==> src/rtl/sw_tile_dispatcher.sv <==
// Initiator for a 16x16 Smith-Waterman tile solver: walks a job's tiles in raster
// order, threads tile boundaries from returned results and tracks the global maximum.
module sw_tile_dispatcher #(
  parameter int TILES_PER_SIDE = 4,
  parameter int TIMEOUT        = 255
) (
  input  logic         clk,
  input  logic         reset,
  input  logic         job_valid,
  output logic         job_ready,
  input  logic [127:0] seq_a,
  input  logic [127:0] seq_b,
  output logic         tile_start,
  output logic [3:0]   tileNum,
  output logic [31:0]  S1,
  output logic [31:0]  S2,
  output logic [127:0] firstRow,
  output logic [127:0] firstCol,
  output logic [7:0]   diagonalCell,
  input  logic [127:0] lastRow,
  input  logic [127:0] lastCol,
  input  logic [7:0]   diagonalOut,
  input  logic [7:0]   maxValue,
  input  logic [3:0]   maxIdx,
  input  logic [3:0]   tileNumOut,
  input  logic         valid,
  output logic         done,
  output logic         error,
  output logic [7:0]   best_score,
  output logic [3:0]   best_tile,
  output logic [3:0]   best_idx
);

  localparam int            CW       = $clog2(TIMEOUT + 1);
  localparam logic [1:0]    LAST_IDX = 2'(TILES_PER_SIDE - 1);
  localparam logic [3:0]    TPS      = 4'(TILES_PER_SIDE);
  localparam logic [CW-1:0] TO_LAST  = CW'(TIMEOUT - 1);

  typedef enum logic [1:0] {
    IDLE,
    ISSUE,
    WAIT,
    DONE
  } state_t;

  state_t state, state_nxt;

  logic [127:0]  seq_a_q, seq_b_q;
  logic [127:0]  row_buf [TILES_PER_SIDE];
  logic [127:0]  col_buf;
  logic [7:0]    diag_reg;
  logic [1:0]    r, c;
  logic [CW-1:0] wait_cnt;

  logic          accept, hit, bad_tag, timed_out, last_tile;
  logic [1:0]    r_nxt, c_nxt;
  logic [7:0]    diag_nxt;
  logic [127:0]  col_nxt;

  // The corner for each tile is taken from the row buffer, so the solver's own
  // bottom-right output is redundant here.
  logic unused_diag;
  assign unused_diag = ^diagonalOut;

  always_ff @(posedge clk or negedge reset) begin
    if (!reset) state <= IDLE;
    else        state <= state_nxt;
  end

  // NOTE: every signal written here gets a default first, so no path can infer a latch.
  always_comb begin
    state_nxt  = state;
    job_ready  = 1'b0;
    tile_start = 1'b0;
    done       = 1'b0;
    accept     = 1'b0;
    hit        = 1'b0;
    bad_tag    = 1'b0;
    timed_out  = 1'b0;
    case (state)
      IDLE: begin
        job_ready = 1'b1;
        if (job_valid) begin
          accept    = 1'b1;
          state_nxt = ISSUE;
        end
      end
      ISSUE: begin
        tile_start = 1'b1;
        state_nxt  = WAIT;
      end
      WAIT: begin
        if (valid) begin
          if (tileNumOut == tileNum) begin
            hit       = 1'b1;
            state_nxt = last_tile ? DONE : ISSUE;
          end else begin
            bad_tag   = 1'b1;
            state_nxt = DONE;
          end
        end else if (wait_cnt == TO_LAST) begin
          timed_out = 1'b1;
          state_nxt = DONE;
        end
      end
      DONE: begin
        done      = 1'b1;
        state_nxt = IDLE;
      end
      default: state_nxt = IDLE;
    endcase
  end

  // Raster position of the following tile and the boundary values it will need.
  always_comb begin
    last_tile = (r == LAST_IDX) && (c == LAST_IDX);
    c_nxt     = (c == LAST_IDX) ? 2'd0 : c + 2'd1;
    r_nxt     = (c == LAST_IDX) ? r + 2'd1 : r;
    diag_nxt  = (r != 2'd0) ? row_buf[c][127:120] : 8'd0;
    col_nxt   = (c_nxt == 2'd0) ? '0 : lastCol;
  end

  // NOTE: the row buffer is a handful of wide registers, so it is cleared on reset
  // like everything else and every boundary output is defined straight out of reset.
  always_ff @(posedge clk or negedge reset) begin
    if (!reset) begin
      seq_a_q      <= '0;
      seq_b_q      <= '0;
      for (int i = 0; i < TILES_PER_SIDE; i++) row_buf[i] <= '0;
      col_buf      <= '0;
      diag_reg     <= '0;
      r            <= '0;
      c            <= '0;
      wait_cnt     <= '0;
      tileNum      <= '0;
      S1           <= '0;
      S2           <= '0;
      firstRow     <= '0;
      firstCol     <= '0;
      diagonalCell <= '0;
      error        <= 1'b0;
      best_score   <= '0;
      best_tile    <= '0;
      best_idx     <= '0;
    end else begin
      // NOTE: state registers use non-blocking assignments so every read in this
      // block sees the pre-edge value regardless of statement order.
      if (state == ISSUE)     wait_cnt <= '0;
      else if (state == WAIT) wait_cnt <= wait_cnt + CW'(1);

      if (accept) begin
        seq_a_q      <= seq_a;
        seq_b_q      <= seq_b;
        for (int i = 0; i < TILES_PER_SIDE; i++) row_buf[i] <= '0;
        col_buf      <= '0;
        diag_reg     <= '0;
        r            <= '0;
        c            <= '0;
        error        <= 1'b0;
        best_score   <= '0;
        best_tile    <= '0;
        best_idx     <= '0;
        tileNum      <= '0;
        S1           <= seq_a[31:0];
        S2           <= seq_b[31:0];
        firstRow     <= '0;
        firstCol     <= '0;
        diagonalCell <= '0;
      end

      if (hit) begin
        row_buf[c] <= lastRow;
        col_buf    <= col_nxt;
        diag_reg   <= diag_nxt;
        r          <= r_nxt;
        c          <= c_nxt;
        // Strict compare: on a tie the earlier tile keeps the title.
        if (maxValue > best_score) begin
          best_score <= maxValue;
          best_tile  <= tileNum;
          best_idx   <= maxIdx;
        end
        if (!last_tile) begin
          tileNum      <= 4'(r_nxt) * TPS + 4'(c_nxt);
          S1           <= seq_a_q[{r_nxt, 5'd0} +: 32];
          S2           <= seq_b_q[{c_nxt, 5'd0} +: 32];
          firstRow     <= (r_nxt == 2'd0) ? '0 :
                          (c_nxt == c)    ? lastRow : row_buf[c_nxt];
          firstCol     <= col_nxt;
          diagonalCell <= (r_nxt == 2'd0 || c_nxt == 2'd0) ? 8'd0 : diag_nxt;
        end
      end

      if (bad_tag || timed_out) error <= 1'b1;
    end
  end

endmodule

==> config.mk <==
export PLATFORM = sky130hd
export DESIGN_NAME = sw_tile_dispatcher
export DESIGN_NICKNAME = d
export VERILOG_FILES = /design/src/rtl/sw_tile_dispatcher.sv
export SDC_FILE = /design/constraint.sdc
export NUM_CORES = 2
export LEC_CHECK = 0
export CORE_AREA = 2 2 344 346
export DETAILED_ROUTE_END_ITERATION = 6
export DIE_AREA = 0 0 346 348
export PLACE_DENSITY = 0.8
export SLEW_MARGIN = 10
export SYNTH_ARGS = -nofsm -noshare
export SYNTH_HDL_FRONTEND = slang
export SYNTH_SLANG_ARGS = --single-unit
==> constraint.sdc <==
create_clock -name clk -period 2.6 [get_ports clk]
set_input_delay 0.78 -clock clk [delete_from_list [all_inputs] [get_ports clk]]
set_output_delay 0.78 -clock clk [all_outputs]
set_load 0.03 [all_outputs]
==> results.md <==
Outcome:
- The run finished with clean final reports.

Route:
- Using the TritonRoute via totals, the vias-per-cell ratio works out to 5.50.
- The length of the first detailed-routing pass in iterations is 6.
- In the final routed layout, each cell accounts on average for 20.9 um.
- The final layout contains routed wiring with a total length of 152000 um.
- The count of nets left with antenna violations once routing finished came out at 0.
- The first routing iteration left 3684 violations.
- The final routed DRC violation total is 0.
- The via count is 40.1k.

Cells and area:
- Leaving out fill and tap cells, the most frequent cells in the layout are nand2_1 (1871), dfrtp_1 (1130), clkdlybuf4s50_1 (655), o21ai_0 (578), mux4_2 (198).
- At the end of the flow the core is filled with cells to 56.2%.
- The share of post-route cells with drive strength above 1 is 11.7%.
- The finished layout holds 7289 standard cells, fillers aside.
- The final layout contains 6196 nets.
- The library cell used most frequently in the layout, excluding fill and tap cells, is nand2_1.
- The area growth from synthesis to layout is 32.7%.

Place:
- The half-perimeter wire length of the detailed placement result is 106000 um.
- Buffers placed on the I/O ports in this run total 883.
- The weighted congestion at the end of routability-driven global placement is 0.868.
- The cell count after placement is 7054.
- Timing analysis after detailed placement gives a worst setup slack of -334 ps.

Clock tree:
- The CTS H-tree depth is 3.
- The maximum root-to-sink buffer count is 3.
- TritonCTS built the clock tree.
- The total CTS buffers is 115.
- The post-CTS setup repair buffer count is 0.
- The CTS root buffer is clkbuf_16.
- After clock tree synthesis, the clock-pin slew on the worst setup and hold paths is 60 ps.
- Clock latency on the worst-skew pair, taken at its later pin, is 720 ps.
- For this design, the sink count on the clock tree is 1131.

STA:
- In this run the tightest slew margin relative to its limit is 57.9%.
- For the pin with the worst max-slew slack, the measured transition is 631 ps.
- Setup violations remaining at the end of the flow were counted as 0.
- The final critical path takes up 97.7% of the cycle.
- The final max-slew violation count is 0.
- Static timing analysis puts the maximum clock frequency at 394 MHz.
- The final setup slack of the worst path is 59.0 ps.
- The final hold violation count is 0.
- The worst path in the final design needs a cycle of 2540 ps, including I/O delays and setup.
- The largest clock skew in the final design is 54.7 ps.
- Hold timing on the final database bottoms out at a slack of 475 ps.

Global route:
- The first-pass GRT wire length is 238000 um.
- The largest net degree at the start of global routing is 102.
- The number of global-route vias before repair is 40.9k.
- The number of antenna violations at the first check in global routing is 21.
- For this run the aggregate overflow at the end of global routing stands at 0.
- The aggregate global-route resource usage is 25.1%.

Flow run:
- The tool flagged a number of max-cap violations equal to 0.

Worst setup path:
- The depth of the critical timing path with buffers and inverters included is 1.
- The startpoint of the most critical register-to-register path is c[0].
- The critical path is of the flop to primary output type.
- In this design, the stage delay of the slowest critical-path cell is 680 ps.
- The setup slack of the most critical reg-to-reg path is 140 ps.
- The highest net fanout along the worst path is 2.
- For the worst flop-to-flop path, the logic depth is 7.
- In this run the worst setup path begins at firstRow[55].
- In this run the critical register-to-register path is captured at firstRow[16].
- The element type at the critical path end is a primary output.
- The buffers plus inverters on the worst setup path is 1.
- Following the worst setup path forward leads to its endpoint at firstRow[55].
- The required time at the endpoint of the critical path is 1820 ps.
- STA classifies the critical path startpoint as a flop.
- The critical path goes through clkdlybuf4s50_1.
- The category of cells accounting for the largest share of critical-path delay is buffers and inverters.
- STA puts the critical path data arrival time at 1760 ps.
- The cell with the biggest individual delay on the critical path is clkdlybuf4s50_1.

Synthesis:
- Summing every instance area after synthesis gives 49500 um^2.
- For this run, the leading register cell type out of synthesis is dfrtp_1.
- The number of flip-flops and latches in the synthesized netlist is 1131.
- The count of warnings emitted by yosys is 0.
- The average footprint of a synthesized cell is 10.4 um^2.
- The largest total area in the synthesized netlist belongs to dfrtp_1.
- The share of synthesized area in the top cell type comes to 57.1%.
- When the netlist entered floorplanning its net count stood at 5328.
- The proportion of synthesized chip area in sequential cells is 57.1%.
- The proportion of register bits with asynchronous set or reset after synthesis is 100%.
- Ranked by total cell area, the synthesized netlist is headed by dfrtp_1 (57%), nand2_1 (14%), mux4_2 (9.0%).
- The number of enable flip-flop cells after synthesis is 0.
- The number of cells produced by synthesis is 4768.
- The count of different cell masters after synthesis is 44.

Die:
- The number of top-level pins is 892.
- The number of placement rows is 126.
- The area of the die is 120000 um^2.
- The die is 348 um tall.
- The area of the core is 117000 um^2.
- The die is 346 um wide.
- The starting density of the core is 42.4%.

Power and ir drop:
- The internal power component is 36.6 mW.
- The share of total power dissipated in combinational logic is 27.0%.
- The power density over cell area is 829 nW/um^2.
- The static leakage is 31.0 nW.
- The worst-case IR drop observed on VDD is 0.673 mV.
- The switching fraction of total power is 32.9%.
- Per report_power, the clock group accounts for 31.7% of the total.
- The sequential share of power is 41.3%.
- In this run the power spent charging and discharging nets is 17.9 mW.

Min path:
- The tightest min-delay check is of the flop to flop type.
==> worst min-delay path by stage <==
stage	from	endpoint	slack, ps	depth (start not counted)
3_5_place_dp	seq_b_q[46]	seq_b_q[46]	460	2
4_1_cts	seq_b_q[47]	seq_b_q[47]	470	2
5_1_grt	seq_b_q[86]	seq_b_q[86]	490	2
3_3_place_gp	seq_a_q[11]	seq_a_q[11]	450	2
2_1_floorplan	seq_b_q[38]	seq_b_q[38]	440	2
6_report	seq_b_q[47]	seq_b_q[47]	470	2
==> cell type report <==
type	instances	area (um^2)
fillers	9412	51200
diodes	17	42.5
clock inverters	50	573
inverters	32	120
flip-flops and latches	1131	28300
multi-input cells	3236	19700
clock buffers	167	3410
repair buffers	1120	11700
well taps	1536	1920
==> sequential cells by signal (all words and copies together), names as in the netlist, 4 cells and up <==
| name | flops |
|---|---|
| S1 | 32 |
| tileNum | 4 |
| diagonalCell | 8 |
| firstRow | 128 |
| best_score | 8 |
| S2 | 32 |
| best_idx | 4 |
| firstCol | 128 |
| wait_cnt | 8 |
| seq_a_q | 128 |
| best_tile | 4 |
| row_buf | 512 |
| seq_b_q | 128 |
==> through the flow <==
| step | setup TNS, ps | power [mW] | cell area, um^2 |
|---|---|---|---|
| after floorplan | 0 | 30.9 | 49500 |
| after CTS | 0 | 54.8 | 65600 |
| after global placement | -146260 | 37.2 | 61900 |
| after global routing | -7.27 | 57.0 | 65700 |
| after detailed placement | -168480 | 37.7 | 61900 |
| final | 0 | 54.5 | 65700 |
==> cell usage after synthesis, types with 2 or more instances <==
library cell / instances
nand2_1: 1873
dfrtp_1: 1131
o21ai_0: 578
clkbuf_1: 217
mux4_2: 198
mux2i_1: 143
a22o_1: 129
o2bb2ai_1: 128
buf_2: 96
a21boi_0: 62
buf_1: 39
inv_1: 32
ha_1: 20
buf_4: 17
nor2_1: 16
a21oi_1: 13
mux2_2: 10
a32o_1: 8
xnor2_1: 8
a21o_1: 4
nand3_1: 4
nor3_1: 4
nor3_2: 4
o22ai_1: 4
o31ai_1: 4
a211oi_1: 3
nand4_1: 3
and3_1: 2
nand3_2: 2
nor2b_1: 2
==> cell families (layout without fill, tap and decap cells) <==
logic type / Yosys count / count (layout) / share of synthesized area [%]
AOI/OAI and AO/OA: 940 / 940 / 12.0
xor gates and xnor gates: 9 / 9 / 0.159
adders and majority gates: 20 / 20 / 0.505
buffers and inverters: 401 / 1369 / 3.41
DFF: 1131 / 1131 / 57.1
muxes: 352 / 352 / 12.1
other: 0 / 17 / 0
and+or+nand+nor: 1915 / 1915 / 14.7
==> per-layer routing <==
layer | global-route usage (%) | up-vias | share of wire (%)
met4 | 9.95 | 14 | 3.6
met1 | 32.4 | 20100 | 40
li1 | - | 17900 | -
met2 | 41.7 | 1775 | 49
met3 | 4.81 | 296 | 7.4
met5 | 0 | - | 0.064
==> timing repair <==
item | CTS | global route
hold buffers | 1 | 0
setup endpoints to repair | 197 | 29
pin swaps | 0 | 0
endpoints found under the hold margin | 9 | 0
cloned | 0 | 0
resized for setup | 205 | 29
==> power by group through the flow <==
stage	registers (mW)	clock network (mW)	logic, mW
finish	22.5	17.3	14.7
global route	22.8	18.3	16.0
CTS	22.4	17.6	14.8
detailed placement	22.7	0	15.1
global placement	22.5	0	14.7
floorplan	23.5	0	7.36
Power figures use the tool's default switching activity.
==> variant (same flow settings) <==
The parameter `TIMEOUT` goes from 255 to 510.
--- a/src/rtl/sw_tile_dispatcher.sv
+++ b/src/rtl/sw_tile_dispatcher.sv
@@ -2,7 +2,7 @@
 // order, threads tile boundaries from returned results and tracks the global maximum.
 module sw_tile_dispatcher #(
   parameter int TILES_PER_SIDE = 4,
-  parameter int TIMEOUT        = 255
+  parameter int TIMEOUT        = 510
 ) (
   input  logic         clk,
   input  logic         reset,
Function: not settled (the Yosys comparison gave no result); the edit may change what the design does.
==> variant against the unedited design <==
Power is 1.9% higher. Sequential cell count grew 1. Register-to-register slack improved by 60 ps. Routed wire length grew 7.5%. Setup slack got worse by 15 ps. Die area unchanged. Synthesized cell count rose by 0.29%. Synthesized area grew 0.75%. Design area is 0.66% higher. Largest power group unchanged.
==> variant: results (changes against the unedited design) <==
Clock Tree Buf Depth=3 (unchanged); Reg with most FFs=row_buf; grt ovf=0 (unchanged); Warnings, synthesis=0 (unchanged); routed vias/inst=5.525 (+0.40%); clock skew=64.29 ps (+9.591 ps); Clock Pin Slew Worst Setup and Hold Paths=60 ps (about the same); share of cells above drive strength 1=12.12% (+0.46 points); sequential area share after synthesis=56.75% (-0.38 points); CP max stage cell=clkdlybuf4s50_1; Leak=31.75 nW (+2.5%); DP HPWL=117100 um (+11%); drt pass-1 iters=6 (unchanged); CP max stage delay=680 ps (about the same); Worst EP arrival=1780 ps (+20 ps); Filler Cell Count=9502 (+0.96%); CTS Buf Count=116 (+0.87%); I/O Buffers=883 (unchanged); Worst VDD drop=710.5 uV (+5.6%); Setup WS pre-CTS=-810.4 ps (-476.0 ps); antenna violations before repair=36 (+71%); Area contributors post-synth=dfrtp_1, nand2_1, mux4_2, o21ai_0, mux2i_1; H-tree levels=3 (unchanged); largest net degree at the start of global routing=74 (-27%); number of flip-flops in the largest register=512 (unchanged); Cell variety after synth=49 (+11%); crit path max fanout=2 (unchanged); placed insts=7098 (+0.62%); initial DRC count=3534 (-4.1%); placed instance area=62230 um2 (+0.56%); cell with the most instances after synthesis=nand2_1; vias in the first global route=40990 (+0.23%); GPL Wtd Cong=0.9668 (+11%); Post-synth ARST share=100.0% (unchanged); nets@finish=6243 (+0.76%); outcome=complete, no violations; WL final=163600 um (+7.5%); Overall Global Routing Usage=26.73% (+1.7 points); Hold Crit Class=reg -> reg; Worst slew margin=46.18% (-12 points); top post-synthesis cells by count=nand2_1, dfrtp_1, o21ai_0; Post-Syn Nets=5342 (+0.26%); clk root buf=clkbuf_16; Final Instance Count excl. Fillers=7334 (+0.62%); Clock Latency Late Sink=740 ps (+20 ps); Top Family by Delay on Critical Path=buffers and inverters; Post-Synthesis Cells=4782 (+0.29%); first-pass GRT wire length=248500 um (+4.4%); Top FF cell, synth=dfrtp_1
-- variant: path summary, 6_finish.rpt --
path                                 to  slack (ps)    startpoint  cells past startpoint
max in group asynchronous   seq_b_q[55]        1040         reset                      3
min                        seq_a_q[115]         470  seq_a_q[115]                      2
max                        firstCol[75]          40  firstCol[75]                      1
max reg2reg                       S1[8]         200          c[0]                      7
min reg2reg                seq_a_q[115]         470  seq_a_q[115]                      2
min in group asynchronous  row_buf[493]         570         reset                      2
-- variant: area by class of cell --
| class | count | area [um2] | area share, % |
|---|---|---|---|
| clock inverters | 42 | 694.4 | 1.049 |
| diodes | 15 | 37.54 | 0.05672 |
| well taps | 1536 | 1922 | 2.904 |
| repair buffers | 1153 | 11860 | 17.92 |
| inverters | 41 | 153.9 | 0.2326 |
| flip-flops and latches | 1132 | 28330 | 42.81 |
| multi-input cells | 3239 | 19730 | 29.81 |
| clock buffers | 176 | 3448 | 5.211 |
-- variant: repair_timing --
item                       4_1_cts  5_1_grt
pin swaps                        0        1
cloned                           0        1
hold endpoints to repair         6        0
resized for setup              279       14
setup endpoints to repair      277       18
setup buffers                    0        1
hold buffers                     1        0
-- variant: routing by layer --
metal | part of all wire (%) | up-vias | GRT usage, %
li1 | - | 18050 | -
met1 | 41 | 20360 | 35.79
met2 | 47 | 1756 | 42.30
met3 | 8.0 | 340 | 5.585
met4 | 4.2 | 24 | 11.73
met5 | 0.097 | - | 0
-- variant: cells by family (layout without fill, tap and decap cells) --
kind of cell | after synthesis | after routing | synth area share [%]
compound gates | 938 | 938 | 11.82
xor+xnor | 8 | 8 | 0.1404
fa+ha+maj | 20 | 20 | 0.5013
buf+inv | 411 | 1412 | 3.998
flops | 1132 | 1132 | 56.75
mux | 350 | 350 | 12.04
other cells | 0 | 15 | 0
simple gates | 1923 | 1923 | 14.75
-- variant: power by group --
group | internal, W | leakage [nW] | switching (W)
combinational | 0.00610 | 14.4 | 0.00871
clock | 0.0105 | 2.02 | 0.00742
sequential | 0.0206 | 15.3 | 0.00221
-- variant: per-stage QoR --
step / total power (W) / setup TNS [ps] / hold slack, ps
floorplan: 0.03090 / 0 / 437.3
global placement: 0.03768 / -397060 / 451.7
detailed placement: 0.03811 / -443470 / 458.8
CTS: 0.05577 / -98.37 / 476.1
global route: 0.05795 / -7.167 / 484.6
finish: 0.05554 / 0 / 472.5
